`config.mk`:
```
export PLATFORM = sky130hd
export DESIGN_NAME = i2c_reg_access
export DESIGN_NICKNAME = d
export VERILOG_FILES = /design/src/rtl/i2c_pkg.sv /design/src/rtl/i2c_abort_timer.sv /design/src/rtl/i2c_reg_access.sv
export SDC_FILE = /design/constraint.sdc
export NUM_CORES = 1
export LEC_CHECK = 0
export ABC_AREA = 1
export CAP_MARGIN = 15
export CORE_UTILIZATION = 30
export DETAILED_ROUTE_END_ITERATION = 8
export SETUP_SLACK_MARGIN = 0.15
export SYNTH_ARGS = -nofsm -noshare
export SYNTH_HDL_FRONTEND = slang
export SYNTH_SLANG_ARGS = --single-unit
```
`constraint.sdc`:
```
create_clock -name clk -period 3.06 [get_ports clk]
set_input_delay 0.459 -clock clk [delete_from_list [all_inputs] [get_ports clk]]
set_output_delay 0.459 -clock clk [all_outputs]
set_load 0.02 [all_outputs]
```
`src/rtl/i2c_pkg.sv`:
```
// Shared types and helpers for the I2C register-access sequencer and its
// master-side test models.
package i2c_pkg;

    typedef enum logic [3:0] {
        ST_IDLE,
        ST_START,
        ST_ADDR_W,
        ST_REG,
        ST_WDATA,
        ST_RESTART,
        ST_ADDR_R,
        ST_RDATA,
        ST_STOPWAIT,
        ST_RESP
    } state_t;

    localparam logic RW_WRITE = 1'b0;
    localparam logic RW_READ  = 1'b1;
    localparam int   MAX_LEN  = 4;

    // Byte lane of a little-endian 32-bit word: lane 0 is [7:0].
    function automatic logic [7:0] byte_lane(input logic [31:0] word, input logic [1:0] idx);
        case (idx)
            2'd0:    return word[7:0];
            2'd1:    return word[15:8];
            2'd2:    return word[23:16];
            default: return word[31:24];
        endcase
    endfunction

    // Out-of-range lengths collapse to a single byte.
    function automatic logic [2:0] clamp_len(input logic [2:0] len);
        if (len == 3'd0 || len > 3'(MAX_LEN)) begin
            return 3'd1;
        end
        return len;
    endfunction

endpackage

```
`src/rtl/i2c_abort_timer.sv`:
```
// Abort watchdog: counts enabled cycles without progress and flags expiry
// on the last allowed cycle.
module i2c_abort_timer #(
    parameter logic [19:0] TIMEOUT_CYCLES = 20'd1_000_000
) (
    input  logic clk,
    input  logic reset,
    input  logic i_clear,
    input  logic i_enable,
    output logic o_expire
);

    logic [19:0] r_count;

    always_ff @(posedge clk) begin
        if (!reset) begin
            r_count <= '0;
        end else if (i_clear) begin
            r_count <= '0;
        end else if (i_enable) begin
            r_count <= r_count + 20'd1;
        end
    end

    assign o_expire = i_enable && (r_count == TIMEOUT_CYCLES - 20'd1);

endmodule

```
`src/rtl/i2c_reg_access.sv`:
```
// Register-level I2C transaction sequencer: turns one host command into the
// byte master's start/send/receive handshake and reports data plus status.
module i2c_reg_access
    import i2c_pkg::*;
#(
    parameter logic [19:0] TIMEOUT_CYCLES = 20'd1_000_000
) (
    input  logic        clk,
    input  logic        reset,
    input  logic        cmd_valid,
    output logic        cmd_ready,
    input  logic        cmd_read,
    input  logic [6:0]  cmd_dev,
    input  logic [7:0]  cmd_reg,
    input  logic [2:0]  cmd_len,
    input  logic [31:0] cmd_wdata,
    output logic        rsp_valid,
    output logic        rsp_err,
    output logic [31:0] rsp_rdata,
    output logic        m_start,
    input  logic        m_ready,
    output logic        m_send,
    output logic [7:0]  m_datasend,
    input  logic        m_sended,
    output logic        m_receive,
    input  logic [7:0]  m_datareceive,
    input  logic        m_received
);

    state_t      r_state;
    logic        r_read;
    logic [6:0]  r_dev;
    logic [7:0]  r_reg;
    logic [2:0]  r_len;
    logic [2:0]  r_cnt;
    logic [31:0] r_wdata;
    logic [31:0] r_rdata;
    logic        r_m_start;
    logic        r_m_send;
    logic        r_m_receive;
    logic [7:0]  r_m_datasend;
    logic        r_rsp_valid;
    logic        r_rsp_err;
    logic        r_cmd_ready;
    logic        r_m_ready_d;

    state_t      w_state_next;
    logic        w_read_next;
    logic [6:0]  w_dev_next;
    logic [7:0]  w_reg_next;
    logic [2:0]  w_len_next;
    logic [2:0]  w_cnt_next;
    logic [31:0] w_wdata_next;
    logic [31:0] w_rdata_next;
    logic        w_m_start_next;
    logic        w_m_send_next;
    logic        w_m_receive_next;
    logic [7:0]  w_m_datasend_next;
    logic        w_rsp_valid_next;
    logic        w_rsp_err_next;
    logic        w_cmd_ready_next;

    logic        w_active;
    logic        w_nack;
    logic        w_expire;
    logic        w_timer_clear;
    logic [1:0]  w_rx_idx;
    logic [1:0]  w_tx_idx;
    logic [3:0]  w_lane_sel;

    // Byte lanes: receive lane uses the pre-decrement count, transmit lane the post-decrement one.
    assign w_rx_idx = 2'(r_len - r_cnt);
    assign w_tx_idx = 2'(r_len - r_cnt + 3'd1);

    genvar gi;
    generate
        for (gi = 0; gi < MAX_LEN; gi++) begin : g_lane
            assign w_lane_sel[gi] = (w_rx_idx == 2'(gi));
        end
    endgenerate

    assign w_active = (r_state == ST_START)   || (r_state == ST_ADDR_W) ||
                      (r_state == ST_REG)     || (r_state == ST_WDATA)  ||
                      (r_state == ST_RESTART) || (r_state == ST_ADDR_R) ||
                      (r_state == ST_RDATA);

    // The master only drops back to idle mid-transfer after a NACK.
    assign w_nack        = w_active && m_ready && !r_m_ready_d;
    assign w_timer_clear = m_sended || m_received || (w_state_next != r_state);

    i2c_abort_timer #(
        .TIMEOUT_CYCLES(TIMEOUT_CYCLES)
    ) u_abort_timer (
        .clk      (clk),
        .reset    (reset),
        .i_clear  (w_timer_clear),
        .i_enable (w_active),
        .o_expire (w_expire)
    );

    always_comb begin
        w_state_next      = r_state;
        w_read_next       = r_read;
        w_dev_next        = r_dev;
        w_reg_next        = r_reg;
        w_len_next        = r_len;
        w_cnt_next        = r_cnt;
        w_wdata_next      = r_wdata;
        w_rdata_next      = r_rdata;
        w_m_start_next    = 1'b0;
        w_m_send_next     = r_m_send;
        w_m_receive_next  = r_m_receive;
        w_m_datasend_next = r_m_datasend;
        w_rsp_valid_next  = 1'b0;
        w_rsp_err_next    = r_rsp_err;

        case (r_state)
            ST_IDLE: begin
                if (cmd_valid && r_cmd_ready) begin
                    w_read_next       = cmd_read;
                    w_dev_next        = cmd_dev;
                    w_reg_next        = cmd_reg;
                    w_len_next        = clamp_len(cmd_len);
                    w_cnt_next        = clamp_len(cmd_len);
                    w_wdata_next      = cmd_wdata;
                    w_rdata_next      = '0;
                    w_rsp_err_next    = 1'b0;
                    w_m_datasend_next = {cmd_dev, RW_WRITE};
                    w_m_start_next    = 1'b1;
                    w_state_next      = ST_START;
                end
            end
            ST_START: begin
                if (!m_ready) begin
                    w_state_next = ST_ADDR_W;
                end
            end
            ST_ADDR_W: begin
                if (m_sended) begin
                    w_m_datasend_next = r_reg;
                    w_m_send_next     = 1'b1;
                    w_state_next      = ST_REG;
                end
            end
            ST_REG: begin
                if (m_sended) begin
                    if (r_read == RW_READ) begin
                        w_m_send_next     = 1'b0;
                        w_m_datasend_next = {r_dev, RW_READ};
                        w_m_start_next    = 1'b1;
                        w_state_next      = ST_RESTART;
                    end else begin
                        w_m_datasend_next = byte_lane(r_wdata, 2'd0);
                        w_m_send_next     = 1'b1;
                        w_state_next      = ST_WDATA;
                    end
                end
            end
            ST_WDATA: begin
                if (m_sended) begin
                    w_cnt_next = r_cnt - 3'd1;
                    if (w_cnt_next != 3'd0) begin
                        w_m_datasend_next = byte_lane(r_wdata, w_tx_idx);
                    end else begin
                        w_m_send_next = 1'b0;
                        w_state_next  = ST_STOPWAIT;
                    end
                end
            end
            ST_RESTART, ST_ADDR_R: begin
                if (m_sended) begin
                    w_m_receive_next = 1'b1;
                    w_state_next     = ST_RDATA;
                end else if (r_state == ST_RESTART) begin
                    w_state_next = ST_ADDR_R;
                end
            end
            ST_RDATA: begin
                if (m_received) begin
                    for (int i = 0; i < MAX_LEN; i++) begin
                        if (w_lane_sel[i]) begin
                            w_rdata_next[8*i +: 8] = m_datareceive;
                        end
                    end
                    w_cnt_next       = r_cnt - 3'd1;
                    w_m_receive_next = (w_cnt_next != 3'd0);
                    if (w_cnt_next == 3'd0) begin
                        w_state_next = ST_STOPWAIT;
                    end
                end
            end
            ST_STOPWAIT: begin
                if (m_ready) begin
                    w_rsp_valid_next = 1'b1;
                    w_state_next     = ST_RESP;
                end
            end
            ST_RESP: begin
                w_state_next = ST_IDLE;
            end
            default: begin
                w_state_next = ST_IDLE;
            end
        endcase

        if (w_nack) begin
            w_m_start_next   = 1'b0;
            w_m_send_next    = 1'b0;
            w_m_receive_next = 1'b0;
            w_rsp_err_next   = 1'b1;
            w_rsp_valid_next = 1'b1;
            w_state_next     = ST_RESP;
        end else if (w_expire) begin
            // Wait for the master to stop on its own before responding.
            w_m_start_next   = 1'b0;
            w_m_send_next    = 1'b0;
            w_m_receive_next = 1'b0;
            w_rsp_err_next   = 1'b1;
            w_state_next     = ST_STOPWAIT;
        end

        w_cmd_ready_next = (w_state_next == ST_IDLE) && m_ready;
    end

    always_ff @(posedge clk) begin
        if (!reset) begin
            r_state      <= ST_IDLE;
            r_read       <= RW_WRITE;
            r_dev        <= '0;
            r_reg        <= '0;
            r_len        <= '0;
            r_cnt        <= '0;
            r_wdata      <= '0;
            r_rdata      <= '0;
            r_m_start    <= 1'b0;
            r_m_send     <= 1'b0;
            r_m_receive  <= 1'b0;
            r_m_datasend <= '0;
            r_rsp_valid  <= 1'b0;
            r_rsp_err    <= 1'b0;
            r_cmd_ready  <= 1'b0;
            r_m_ready_d  <= 1'b0;
        end else begin
            r_state      <= w_state_next;
            r_read       <= w_read_next;
            r_dev        <= w_dev_next;
            r_reg        <= w_reg_next;
            r_len        <= w_len_next;
            r_cnt        <= w_cnt_next;
            r_wdata      <= w_wdata_next;
            r_rdata      <= w_rdata_next;
            r_m_start    <= w_m_start_next;
            r_m_send     <= w_m_send_next;
            r_m_receive  <= w_m_receive_next;
            r_m_datasend <= w_m_datasend_next;
            r_rsp_valid  <= w_rsp_valid_next;
            r_rsp_err    <= w_rsp_err_next;
            r_cmd_ready  <= w_cmd_ready_next;
            r_m_ready_d  <= m_ready;
        end
    end

    assign cmd_ready  = r_cmd_ready;
    assign rsp_valid  = r_rsp_valid;
    assign rsp_err    = r_rsp_err;
    assign rsp_rdata  = r_rdata;
    assign m_start    = r_m_start;
    assign m_send     = r_m_send;
    assign m_receive  = r_m_receive;
    assign m_datasend = r_m_datasend;

endmodule

```
==> reports/results.ini <==
[die]
num_rows = 52
io_pins = 111
start_util = 0.3050
die_h_um = 145.2
die_area_um2 = 21080
fp.dieW_um = 145.2
core-area_um2 = 20170

[yosys]
synth_top_area_cell = dfxtp_1
synth.most_common_cell = nand2_1
yosys-top-cells-count = nand2_1 (161), dfxtp_1 (124), a21oi_1 (102)
synth.avg_cell_area_um2 = 7.262
synth_top_area_frac = 0.4036
synth_fp_nets = 917
yosysSeqAreaShare = 0.4036
synth_warnings = 0
synthTopCellsByArea = dfxtp_1 (40%), nand2_1 (9.8%), a21oi_1 (8.3%), o21ai_0 (5.6%), nor2_1 (5.4%)
synthDistinctLibCells = 38
synth_flop_cell = dfxtp_1
synth-edff-count = 0
async_flop_share = 0
netlist_instances = 847
synthesis.area_um2 = 6151
ys_seq_elements = 124

[detailed_routing]
viasPerCell = 4.668
postRouteAntennaNets = 0
wl_um = 17090
detail_route.wl_per_cell_um = 13.96
drc = 0
vias = 5714
drt_iter0_drc = 374
firstDrtPassIters = 5

[final_layout]
nNetsFinal = 1011
finalNonFillerCells = 1224
drive_gt1_frac = 0.1153
syn_to_final_growth_pct = 29.74
fillers = 2140
multiInputGateArea_um2 = 3131
regArea_um2 = 2482
diodes = 0

[critical_path]
critPathLaunchType = register
required_ps = 3420
critPathBufInv = 3
rrSetupSlack_ps = 550
worstSetupEndpointType = register
crit_path_cell_trace = inv_1 -> ha_1 -> clkinv_1 -> nor2_2 -> o21ai_2 -> inv_2 -> o21ai_0 -> a21oi_1
cpPeakStageDelay_ps = 610
timing.rr.end = rsp_rdata[16]$_SDFFE_PN0P_
path_max_fanout = 17
reg2reg_depth = 8
cp_data_arrival_time_ps = 2870
path_delay_family = buffers and inverters
critical_path.slowest_cell = ha_1
rr_startpoint = r_len[0]$_SDFFE_PN0P_
critical_path_class = register to register

[timing]
hold_viol = 0
min_period_ps = 2512
final.period_utilization = 0.8210
max_freq_ghz = 0.3980
rsz0062_at_grt = false
skew_ps = 14.30
setup_violations = 0
maxSlewHeadroom = 0.5723
tightest_slew_ps = 640.8
final_max_slew_viol_count = 0
fin_tns_setup_ps = 0

[worst_hold_path]
min_from = reset
min_path_type = input port to register
whs_path_depth = 3
whs_endpoint = r_reg[5]$_SDFFE_PN0P_

[power_and_ir_drop]
ir_drop_mv = 0.5222
power_w = 0.006725
switching_power_w = 0.002605
power.static_leakage_nw = 2.946
seqPwrFrac = 0.328
p_sw_frac = 0.3874
power_frac_comb = 0.380
clockPowerShare = 0.293
powerDensity_nw_per_um2 = 842.7
p_int_w = 0.004120

[grt]
grt_max_degree = 78
grt.overflow.total = 0
antenna_found_initial = 0
grt_pass1_wl_um = 27270
grtUsageTotal = 0.1647
first_global_vias = 5250

[placement]
gp_congestion = 0.8417
port_buffers = 110
dp_hpwl_um = 12160
placedCellCount = 1192

[cts]
cts_buffers = 17
clk_pin_slew_ps = 60
clkSinkCount = 124
post_cts_buffers = 0
clk_latency_ps = 420
cts_tree = built
htreeDepth = 4
post_cts_resized = 0
clockRootBuffer = clkbuf_16
cts_hold_buffers = 0
clk_path_buf_depth = 2

[run_status]
status = finished, final reports clean

[run]
cap_viol_max_count = 0

placed cells by master, fill, tap and decap left out, types with 8 or more instances in the layout:
| cell | n |
|---|---|
| dfxtp_1 | 124 |
| clkdlybuf4s50_1 | 109 |
| o21ai_1 | 9 |
| clkbuf_16 | 17 |
| inv_2 | 12 |
| nand3_1 | 49 |
| nand2_2 | 12 |
| inv_1 | 65 |
| nor2_1 | 88 |
| nand2_1 | 161 |
| nor3_2 | 20 |
| xor2_1 | 15 |
| nor3_1 | 12 |
| o211ai_1 | 8 |
| o21ai_0 | 69 |
| a21oi_1 | 102 |
stage by stage:
step | utilization | instance area, um2 | worst slack [ps] | hold slack [ps]
after floorplan | - | 6151 | 1263 | 424.6
after global placement | 0.3672 | 7407 | 529.9 | 440.6
after detailed placement | 0.3672 | 7407 | 479.8 | 446.2
after CTS | 0.3957 | 7980 | 579.0 | 383.7
after global routing | 0.3957 | 7980 | 306.1 | 401.9
final | 0.3957 | 7980 | 547.6 | 408.5
worst register-to-register path: stages, from the launching register on:
cell and delay [ps]:
dfxtp_1 320, inv_1 40, ha_1 610, clkinv_1 440
nor2_2 440, o21ai_2 150, inv_2 200, o21ai_0 100
a21oi_1 140
metal layers:
layer	up-vias	part of all wire	GRT usage
met3	24	0.051	0.04434
met4	0	0.018	0.06158
met1	2572	0.47	0.2138
met5	-	0	0
met2	146	0.46	0.2601
li1	2972	-	-
area by class of cell:
class / count / area share
clock buffers: 19 / 0.05550
flip-flops and latches: 124 / 0.3111
inverters: 82 / 0.03888
well taps: 270 / 0.04233
repair buffers: 115 / 0.1436
multi-input cells: 601 / 0.3923
clock inverters: 13 / 0.01631
power groups by stage:
stage | clock (W) | combinational [W] | sequential, W
6_report | 0.00197 | 0.00255 | 0.00221
5_1_grt | 0.00206 | 0.00280 | 0.00225
4_1_cts | 0.00202 | 0.00257 | 0.00221
3_5_place_dp | 0 | 0.00257 | 0.00223
3_3_place_gp | 0 | 0.00255 | 0.00224
2_1_floorplan | 0 | 0.00142 | 0.00251
worst max-delay path by stage:
stage | from | to | slack [ps] | cells past startpoint
6_report | r_len[0]$_SDFFE_PN0P_ | rsp_rdata[16]$_SDFFE_PN0P_ | 550 | 8
3_3_place_gp | m_sended | u_abort_timer.r_count[0]$_SDFFE_PP0P_ | 530 | 11
4_1_cts | r_len[0]$_SDFFE_PN0P_ | rsp_rdata[21]$_SDFFE_PN0P_ | 580 | 8
2_1_floorplan | r_len[0]$_SDFFE_PN0P_ | rsp_rdata[7]$_SDFFE_PN0P_ | 1260 | 12
3_5_place_dp | m_sended | u_abort_timer.r_count[16]$_SDFFE_PP0P_ | 480 | 11
5_1_grt | r_len[0]$_SDFFE_PN0P_ | rsp_rdata[21]$_SDFFE_PN0P_ | 310 | 8
kinds of logic after synthesis:
family	share of synthesized area
buffers and inverters	0.08747
AO/OA/AOI/OAI	0.1741
XOR/XNOR	0.02421
AND/OR/NAND/NOR	0.2972
adder cells (fa/ha/maj)	0.01017
flip-flops	0.4036
multiplexers	0.003255
No activity file was read; power rests on OpenSTA's default activity.
